===== src/rtl/nibble_packer.sv =====
// nibble_packer: pops 4-bit nibbles from a FIFO read port and assembles them into
// NIBBLES-wide words. Each word is offered downstream on a valid/ready handshake.
// A flush request emits a partially filled word.
module nibble_packer #(
    parameter int unsigned NIBBLES   = 4,
    parameter int unsigned CNT_W     = 4,
    parameter int unsigned MSB_FIRST = 0
) (
    input  logic                   clk,
    input  logic                   rst,
    input  logic                   fifo_empty,
    output logic                   fifo_rd_en,
    input  logic [3:0]             fifo_data,
    input  logic                   flush,
    output logic [4*NIBBLES-1:0]   out_data,
    output logic                   out_valid,
    input  logic                   out_ready,
    output logic [CNT_W-1:0]       out_nibbles,
    output logic [15:0]            word_cnt,
    output logic                   busy
);

    localparam int unsigned       DATA_W  = 4 * NIBBLES;
    localparam logic [CNT_W-1:0]  NIB_MAX = CNT_W'(NIBBLES);

    typedef enum logic {
        S_FILL = 1'b0,
        S_EMIT = 1'b1
    } state_t;

    state_t              r_state,      w_state_nx;
    logic [CNT_W-1:0]    r_issued,     w_issued_nx;
    logic [CNT_W-1:0]    r_captured,   w_captured_nx;
    logic [CNT_W-1:0]    r_nibbles,    w_nibbles_nx;
    logic                r_rd_pending, w_rd_pending_nx;
    logic                r_flush_req,  w_flush_req_nx;
    logic [DATA_W-1:0]   r_data,       w_data_nx;
    logic [15:0]         r_word_cnt,   w_word_cnt_nx;
    logic                w_rd_en;

    // Pop whenever there is room, data is available and no flush is in progress.
    // Gated by reset so no pop request is presented while the block is held in reset.
    assign w_rd_en = rst && (r_state == S_FILL) && !fifo_empty &&
                     (r_issued < NIB_MAX) && !r_flush_req && !flush;

    // State register and datapath registers.
    always_ff @(posedge clk or negedge rst) begin
        if (!rst) begin
            r_state      <= S_FILL;
            r_issued     <= '0;
            r_captured   <= '0;
            r_nibbles    <= '0;
            r_rd_pending <= 1'b0;
            r_flush_req  <= 1'b0;
            r_data       <= '0;
            r_word_cnt   <= '0;
        end else begin
            r_state      <= w_state_nx;
            r_issued     <= w_issued_nx;
            r_captured   <= w_captured_nx;
            r_nibbles    <= w_nibbles_nx;
            r_rd_pending <= w_rd_pending_nx;
            r_flush_req  <= w_flush_req_nx;
            r_data       <= w_data_nx;
            r_word_cnt   <= w_word_cnt_nx;
        end
    end

    // Next-state logic: fill slots from returning reads, then hold the word until accepted.
    always_comb begin
        w_state_nx      = r_state;
        w_issued_nx     = r_issued;
        w_captured_nx   = r_captured;
        w_nibbles_nx    = r_nibbles;
        w_rd_pending_nx = w_rd_en;
        w_flush_req_nx  = r_flush_req;
        w_data_nx       = r_data;
        w_word_cnt_nx   = r_word_cnt;

        case (r_state)
            S_FILL: begin
                if (w_rd_en) begin
                    w_issued_nx = r_issued + CNT_W'(1);
                end
                if (flush) begin
                    w_flush_req_nx = 1'b1;
                end
                if (r_rd_pending) begin
                    // Data returned for the previous pop lands in the next free slot.
                    for (int unsigned k = 0; k < NIBBLES; k++) begin
                        if (r_captured == CNT_W'(k)) begin
                            if (MSB_FIRST != 0) begin
                                w_data_nx[4*(NIBBLES-1-k) +: 4] = fifo_data;
                            end else begin
                                w_data_nx[4*k +: 4] = fifo_data;
                            end
                        end
                    end
                    w_captured_nx = r_captured + CNT_W'(1);
                    if (w_captured_nx == NIB_MAX) begin
                        w_state_nx   = S_EMIT;
                        w_nibbles_nx = NIB_MAX;
                    end
                end else if (r_flush_req) begin
                    // No read in flight: emit whatever has been gathered, or drop an empty flush.
                    if (r_captured != '0) begin
                        w_state_nx   = S_EMIT;
                        w_nibbles_nx = r_captured;
                    end else begin
                        w_flush_req_nx = 1'b0;
                    end
                end
            end
            S_EMIT: begin
                if (out_ready) begin
                    w_word_cnt_nx  = r_word_cnt + 16'(1);
                    w_issued_nx    = '0;
                    w_captured_nx  = '0;
                    w_flush_req_nx = 1'b0;
                    w_data_nx      = '0;
                    w_state_nx     = S_FILL;
                end
            end
            default: begin
                w_state_nx = S_FILL;
            end
        endcase
    end

    assign fifo_rd_en  = w_rd_en;
    assign out_data    = r_data;
    assign out_valid   = (r_state == S_EMIT);
    assign out_nibbles = r_nibbles;
    assign word_cnt    = r_word_cnt;
    assign busy        = (r_captured != '0) || r_rd_pending || (r_state == S_EMIT);

endmodule


===== config.mk =====
export PLATFORM = sky130hd
export DESIGN_NAME = nibble_packer
export DESIGN_NICKNAME = d
export VERILOG_FILES = /design/src/rtl/nibble_packer.sv
export SDC_FILE = /design/constraint.sdc
export NUM_CORES = 1
export LEC_CHECK = 0
export BUFFER_PORTS_ARGS = -buffer_cell sky130_fd_sc_hd__buf_2
export CORE_MARGIN = 2
export CORE_UTILIZATION = 54
export DETAILED_ROUTE_END_ITERATION = 10
export PLACE_DENSITY = 0.86
export SYNTH_ARGS = -nofsm -noshare
export SYNTH_HDL_FRONTEND = slang
export SYNTH_SLANG_ARGS = --single-unit

===== constraint.sdc =====
create_clock -name clk -period 2.2 [get_ports clk]
set_input_delay 0 -clock clk [delete_from_list [all_inputs] [get_ports clk]]
set_output_delay 0 -clock clk [all_outputs]
set_load 0.02 [all_outputs]

==> results of run 1 <==
[critical path, delay by kind of cell, from the launching register on]
kind                   cells  cell delay, ps
buffers and inverters      1             630
and+or+nand+nor            2             860
DFF                        1             400
[cell type report]
type / count / share of cell area
clock inverter: 2 / 0.02233
tap: 50 / 0.02326
sequential: 47 / 0.4372
inverter: 6 / 0.008372
multi-input combinational: 145 / 0.3600
clock buffer: 6 / 0.02698
timing repair buffer: 57 / 0.1219
[registers in the layout (all words and copies together) (netlist names)]
name / flops
r_rd_pending: 1
r_issued: 4
r_flush_req: 1
out_valid: 1
word_cnt: 16
out_data: 16
out_nibbles: 4
r_captured: 4
[where the power goes]
part,leakage [nW],total [mW],switching [mW],internal (mW)
Sequential,0.606,1.38,0.240,1.14
Combinational,0.726,1.30,0.782,0.520
Clock,0.0654,0.736,0.282,0.454
Total,1.40,3.41,1.30,2.11
[metal layers]
| layer | vias up | global-route usage | share of wire |
|---|---|---|---|
| met5 | - | 0 | 0 |
| met4 | 0 | 0.07000 | 0.0088 |
| met2 | 47 | 0.3337 | 0.49 |
| met3 | 5 | 0.06579 | 0.052 |
| met1 | 821 | 0.3020 | 0.45 |
| li1 | 835 | - | - |
[how the worst max path moves through the flow]
stage	startpoint	slack, ps	end
floorplan	out_valid	410	r_rd_pending
global placement	r_captured[0]	350	out_nibbles[2]
detailed placement	r_captured[0]	280	out_nibbles[0]
CTS	r_captured[0]	270	out_nibbles[0]
global route	r_captured[0]	90	out_nibbles[0]
finish	r_issued[3]	250	r_rd_pending
[placed cells by master (no fill, tap or decap), drive strengths merged]
| cell | n |
|---|---|
| nor4b | 1 |
| inv | 6 |
| and3 | 3 |
| xnor2 | 15 |
| o21ai | 7 |
| clkbuf | 6 |
| nand3 | 14 |
| xor2 | 2 |
| nor2 | 6 |
| bufinv | 2 |
| nor3 | 2 |
| nor4 | 1 |
| a21boi | 1 |
| a32oi | 1 |
| or4b | 1 |
| or2 | 1 |
| dfrtp | 47 |
| nand4 | 5 |
| nand2 | 36 |
| ha | 6 |
| dlygate4sd3 | 7 |
| nor2b | 2 |
| or3b | 1 |
| and4 | 2 |
| mux2i | 13 |
| and2 | 2 |
| buf | 50 |
| a21oi | 2 |
| a21bo | 1 |
| a22oi | 1 |
| a31o | 1 |
| mux2 | 1 |
| a22o | 3 |
| o22ai | 14 |
[stage by stage]
| step | cells | instance area (sq um) |
|---|---|---|
| 2_1_floorplan | 206 | 2208 |
| 3_3_place_gp | 298 | 2487 |
| 3_5_place_dp | 298 | 2487 |
| 4_1_cts | 313 | 2690 |
| 5_1_grt | 313 | 2690 |
| 6_report | 313 | 2690 |
[kinds of logic (layout without fill, tap and decap cells)]
kind of cell,after synthesis,in the layout,share of synthesized area
xor gates and xnor gates,17,17,0.06743
buffers and inverters,14,71,0.02889
muxes,14,14,0.06402
DFF,47,47,0.5326
and+or+nand+nor,77,77,0.1819
AOI/OAI and AO/OA,31,31,0.09122
adders and majority gates,6,6,0.03399
==> impl_metrics.tcl, run 1 <==
set metrics [dict create \
    rsz0062_at_grt "no" \
    rows 23 \
    grt_pass1_wl_mm 7.403 \
    initial_core_util 0.5561 \
    htreeDepth 2 \
    hold_path_class "input port to register" \
    cap_violations 0 \
    synth_edf_count 0 \
    drive_gt1_frac 0.2586 \
    grt_pass1_vias 1563 \
    wire_per_inst_um 14.46 \
    synth_area_leader_cell "dfrtp_1" \
    synth_area_leaders "dfrtp_1 53%, xnor2_1 5.9%, mux2i_1 5.9%" \
    die_h_um 67.95 \
    seq_area_sq_um 1176 \
    worstPathMaxFanout 3 \
    start_kind "register" \
    fin_crit_sh 0.8869 \
    multi_input_area_sq_um 968.4 \
    synth_area_sq_um 2208 \
    regToRegSetupSlack_ps 250 \
    ys_types 36 \
    whs_endpoint "r_issued[2]" \
    numCtsBuffers 5 \
    rr_worst_depth 3 \
    grt_remaining_overflow 0 \
    worst_slew_pin_slew_ps 566.3 \
    drc 0 \
    drt_first_iter_violations 85 \
    worstReg2RegEnd "r_rd_pending" \
    fin_skew_ps 5.240 \
    slew_headroom 0.6225 \
    die_area_sq_um 4617 \
    fin_tns_setup_ps 0 \
    antenna_found_initial 0 \
    insertion_delay_ps 300 \
    synthesis.instances 206 \
    ys_top_cells_by_count "47 x dfrtp_1, 33 x nand2_1, 15 x xnor2_1" \
    synthesis.nets 221 \
    numPortBuffers 47 \
    slew_viol_final 0 \
    crit_type "register to register" \
    drt-total-wl_mm 4.527 \
    status "complete, no violations" \
    p_per_area_nw_per_um2 1269 \
    io_pins 48 \
    worstHoldStart "fifo_empty" \
    syn-mean-instance-area_sq_um 10.72 \
    post-route-worst-setup-slack_ps 248.7 \
    async_reset_ff_frac 1.000 \
    dp_hpwl_mm 3.140 \
    path_clk_slew_ps 80 \
    ys_ff_latch 47 \
    hold_depth 5 \
    peakVddDrop_v 0.0007895 \
    dr.pass1.iters 4 \
    fin_nets 277 \
    vias_per_cell 5.457 \
    cts_resized 0 \
    grt_start_max_net_pins 48 \
    p_leak_nw 1.397 \
    grt_usage 0.2194 \
    fin_crit_ps 1951 \
    hold_violations 0 \
    design.core.area_sq_um 3971 \
    utilization 0.6774 \
    final_antenna_net_count 0 \
    cts_sinks 47 \
    area_growth_pct 21.81 \
    die_x_um 67.95 \
    vias 1708 \
    ctsHoldBuffers 7 \
    whs_ps 98.16 \
    cts_tree "built" \
    cp_slowest_cell "dlygate4sd3_1" \
    yosysMostFrequentCell "dfrtp_1" \
    crit_arrival_ps 2180 \
    synth_ff_type "dfrtp_1" \
    n_fill_cell 300 \
    path_cells "or4b_4 -> nor4_1 -> dlygate4sd3_1" \
    slowest_delay_ps 630 \
    synth_top_area_frac 0.5326 \
    cp-end-kind "register" \
    gp_congestion 0.8488 \
    post-cts-setup-buffer-count 0 \
    finalSetupViolCount 0 \
    ys_warn_count 0 \
    power_mw 3.414 \
    cp_data_required_time_ps 2430 \
    place_ws_ps 284.6 \
    seq_area_frac_synth 0.5326 \
    r2r-start "r_issued[3]" \
    root_buffer "clkbuf_8" \
    cts_buffer_depth 2 \
    diodes 0 \
    max_freq_ghz 0.5125 \
]
(Power assumes the default switching activity.)
==> inputs of run 2 (changes only) <==
--- a/config.mk
+++ b/config.mk
@@ -5,6 +5,7 @@
 export SDC_FILE = /design/constraint.sdc
 export NUM_CORES = 1
 export LEC_CHECK = 0
+export ABC_AREA = 1
 export BUFFER_PORTS_ARGS = -buffer_cell sky130_fd_sc_hd__buf_2
 export CORE_MARGIN = 2
 export CORE_UTILIZATION = 54
==> impl_metrics.tcl, run 2 <==
set metrics [dict create \
    place_ws_ps 601.9 \
    die_area_sq_um 4677 \
    synth_edf_count 0 \
    placed_cells 355 \
    slew_headroom 0.6264 \
    fin_crit_ps 1610 \
    max_freq_ghz 0.6212 \
    start_kind "register" \
    layout_common_cells "82 x nand2_1, 47 x buf_2, 47 x dfrtp_1, 29 x inv_1, 24 x nand3_1" \
    dr.pass1.iters 4 \
    placed_area_sq_um 2529 \
    synth_ff_type "dfrtp_1" \
    rows 23 \
    post-cts-setup-buffer-count 0 \
    dp_hpwl_mm 3.253 \
    drt_first_iter_violations 96 \
    ys_types 25 \
    gp_congestion 0.9127 \
    vias 1850 \
    worstPathMaxFanout 31 \
    async_reset_ff_frac 1.000 \
    p_leak_nw 1.508 \
    root_buffer "clkbuf_8" \
    synth_area_leader_cell "dfrtp_1" \
    whs_ps 20.66 \
    ys_ff_latch 47 \
    peakVddDrop_v 0.0008127 \
    fin_nets 332 \
    vias_per_cell 5.041 \
    synthesis.instances 260 \
    status "complete, no violations" \
    fin_skew_ps 5.114 \
    p_per_area_nw_per_um2 1174 \
    synth_top_area_frac 0.5254 \
    hold_path_class "input port to register" \
    grt_remaining_overflow 0 \
    yosysMostFrequentCell "nand2_1" \
    synthesis.nets 275 \
    die_x_um 68.39 \
    grt_start_max_net_pins 48 \
    instances_no_fill 367 \
    cap_violations 0 \
    path_clk_slew_ps 80 \
    synth_area_sq_um 2238 \
    power_mw 3.153 \
    cp_data_required_time_ps 2400 \
    hold_violations 0 \
    stdcell_area_sq_um 2685 \
    cts_buffer_depth 2 \
    seq_area_frac_synth 0.5254 \
    fin_tns_setup_ps 0 \
    numPortBuffers 47 \
    ys_top_cells_by_count "82 x nand2_1, 47 x dfrtp_1, 29 x inv_1" \
    design.core.area_sq_um 4000 \
    drt-total-wl_mm 4.487 \
    cts_tree "built" \
    syn-mean-instance-area_sq_um 8.609 \
    crit_arrival_ps 1810 \
    synth_area_leaders "dfrtp_1 53%, nand2_1 14%, nand3_1 5.4%" \
    grt_pass1_wl_mm 7.679 \
    ys_warn_count 0 \
    insertion_delay_ps 300 \
    numCtsBuffers 5 \
    fin_crit_sh 0.7317 \
    cp-end-kind "register" \
    grt_pass1_vias 1796 \
    post-route-worst-setup-slack_ps 590.2 \
    wire_per_inst_um 12.23 \
    io_pins 48 \
    slew_viol_final 0 \
    initial_core_util 0.5596 \
    rsz0062_at_grt "no" \
    die_h_um 68.39 \
    htreeDepth 2 \
    worst_slew_pin_slew_ps 560.4 \
    utilization 0.6713 \
    cts_sinks 47 \
    diodes 0 \
    crit_type "register to register" \
    area_growth_pct 19.96 \
    finalSetupViolCount 0 \
    final_antenna_net_count 0 \
    drive_gt1_frac 0.2177 \
    mostFrequentLayoutCell "nand2_1" \
    grt_usage 0.2232 \
    drc 0 \
    antenna_found_initial 0 \
]
run 2: changes by cell type after synthesis, moves of 4 or more:
| cell | change |
|---|---|
| nand3_1 | +10 |
| nor2_1 | +12 |
| xnor2_1 | -11 |
| nand2_1 | +49 |
| o21ai_0 | +6 |
| clkbuf_1 | -4 |
| nor2_4 | +5 |
| o22ai_1 | -12 |
| mux2i_1 | -13 |
| inv_1 | +23 |
| xor2_1 | +5 |
run 2: kinds of logic (layout without fill, tap and decap cells):
kind of cell | after synthesis | count (layout) | synth area share
xor+xnor | 11 | 11 | 0.04304
simple gates | 143 | 143 | 0.2946
fa+ha+maj | 6 | 6 | 0.03354
compound gates | 20 | 20 | 0.04639
flops | 47 | 47 | 0.5254
buf+inv | 33 | 90 | 0.05701
run 2: final timing paths:
check                               start              to  slack, ps  cells past startpoint
min reg2reg                out_nibbles[1]  out_nibbles[1]        490                      2
min                             out_ready       out_valid         20                      3
max reg2reg                     out_valid    word_cnt[14]        590                      7
min in group asynchronous             rst     out_data[0]        340                      3
max in group asynchronous             rst    word_cnt[12]       1480                      3
max                             out_valid    word_cnt[14]        590                      7
run 2: cell type report:
class | count | area (sq um)
multi-input combinational | 180 | 934.6
sequential | 47 | 1176
inverter | 30 | 112.6
timing repair buffer | 53 | 292.8
clock inverter | 2 | 37.54
tap | 50 | 62.56
clock buffer | 5 | 68.82
fill | 321 | 1315
run 2: report_power, final:
group / total (mW) / switching, mW / leakage, nW / internal (mW)
logic: 1.19 / 0.785 / 0.838 / 0.401
registers: 1.35 / 0.219 / 0.620 / 1.13
clock network: 0.616 / 0.284 / 0.0502 / 0.332
total: 3.15 / 1.29 / 1.51 / 1.86
run 2: what timing repair did:
action | 4_1_cts | 5_1_grt
endpoints found under the hold margin | 51 | 0
hold buffers | 5 | 0
gates resized for setup | 0 | 0
setup endpoints to repair | 0 | 0
run 2: critical path: stages, from the launching register on:
cell and delay (ps):
dfrtp_1 560, nand2_4 300, nor2_4 220, nand3_4 110, nor2_4 130, nand3_1 80
nand2_1 60, nand2_1 40
run 2: routing by layer:
layer	vias to the layer above	track usage	wire [um]
met2	52	0.3293	2058
met1	850	0.3022	2081
met5	-	0	0
met3	11	0.05263	228
met4	0	0.1250	118
li1	937	-	-
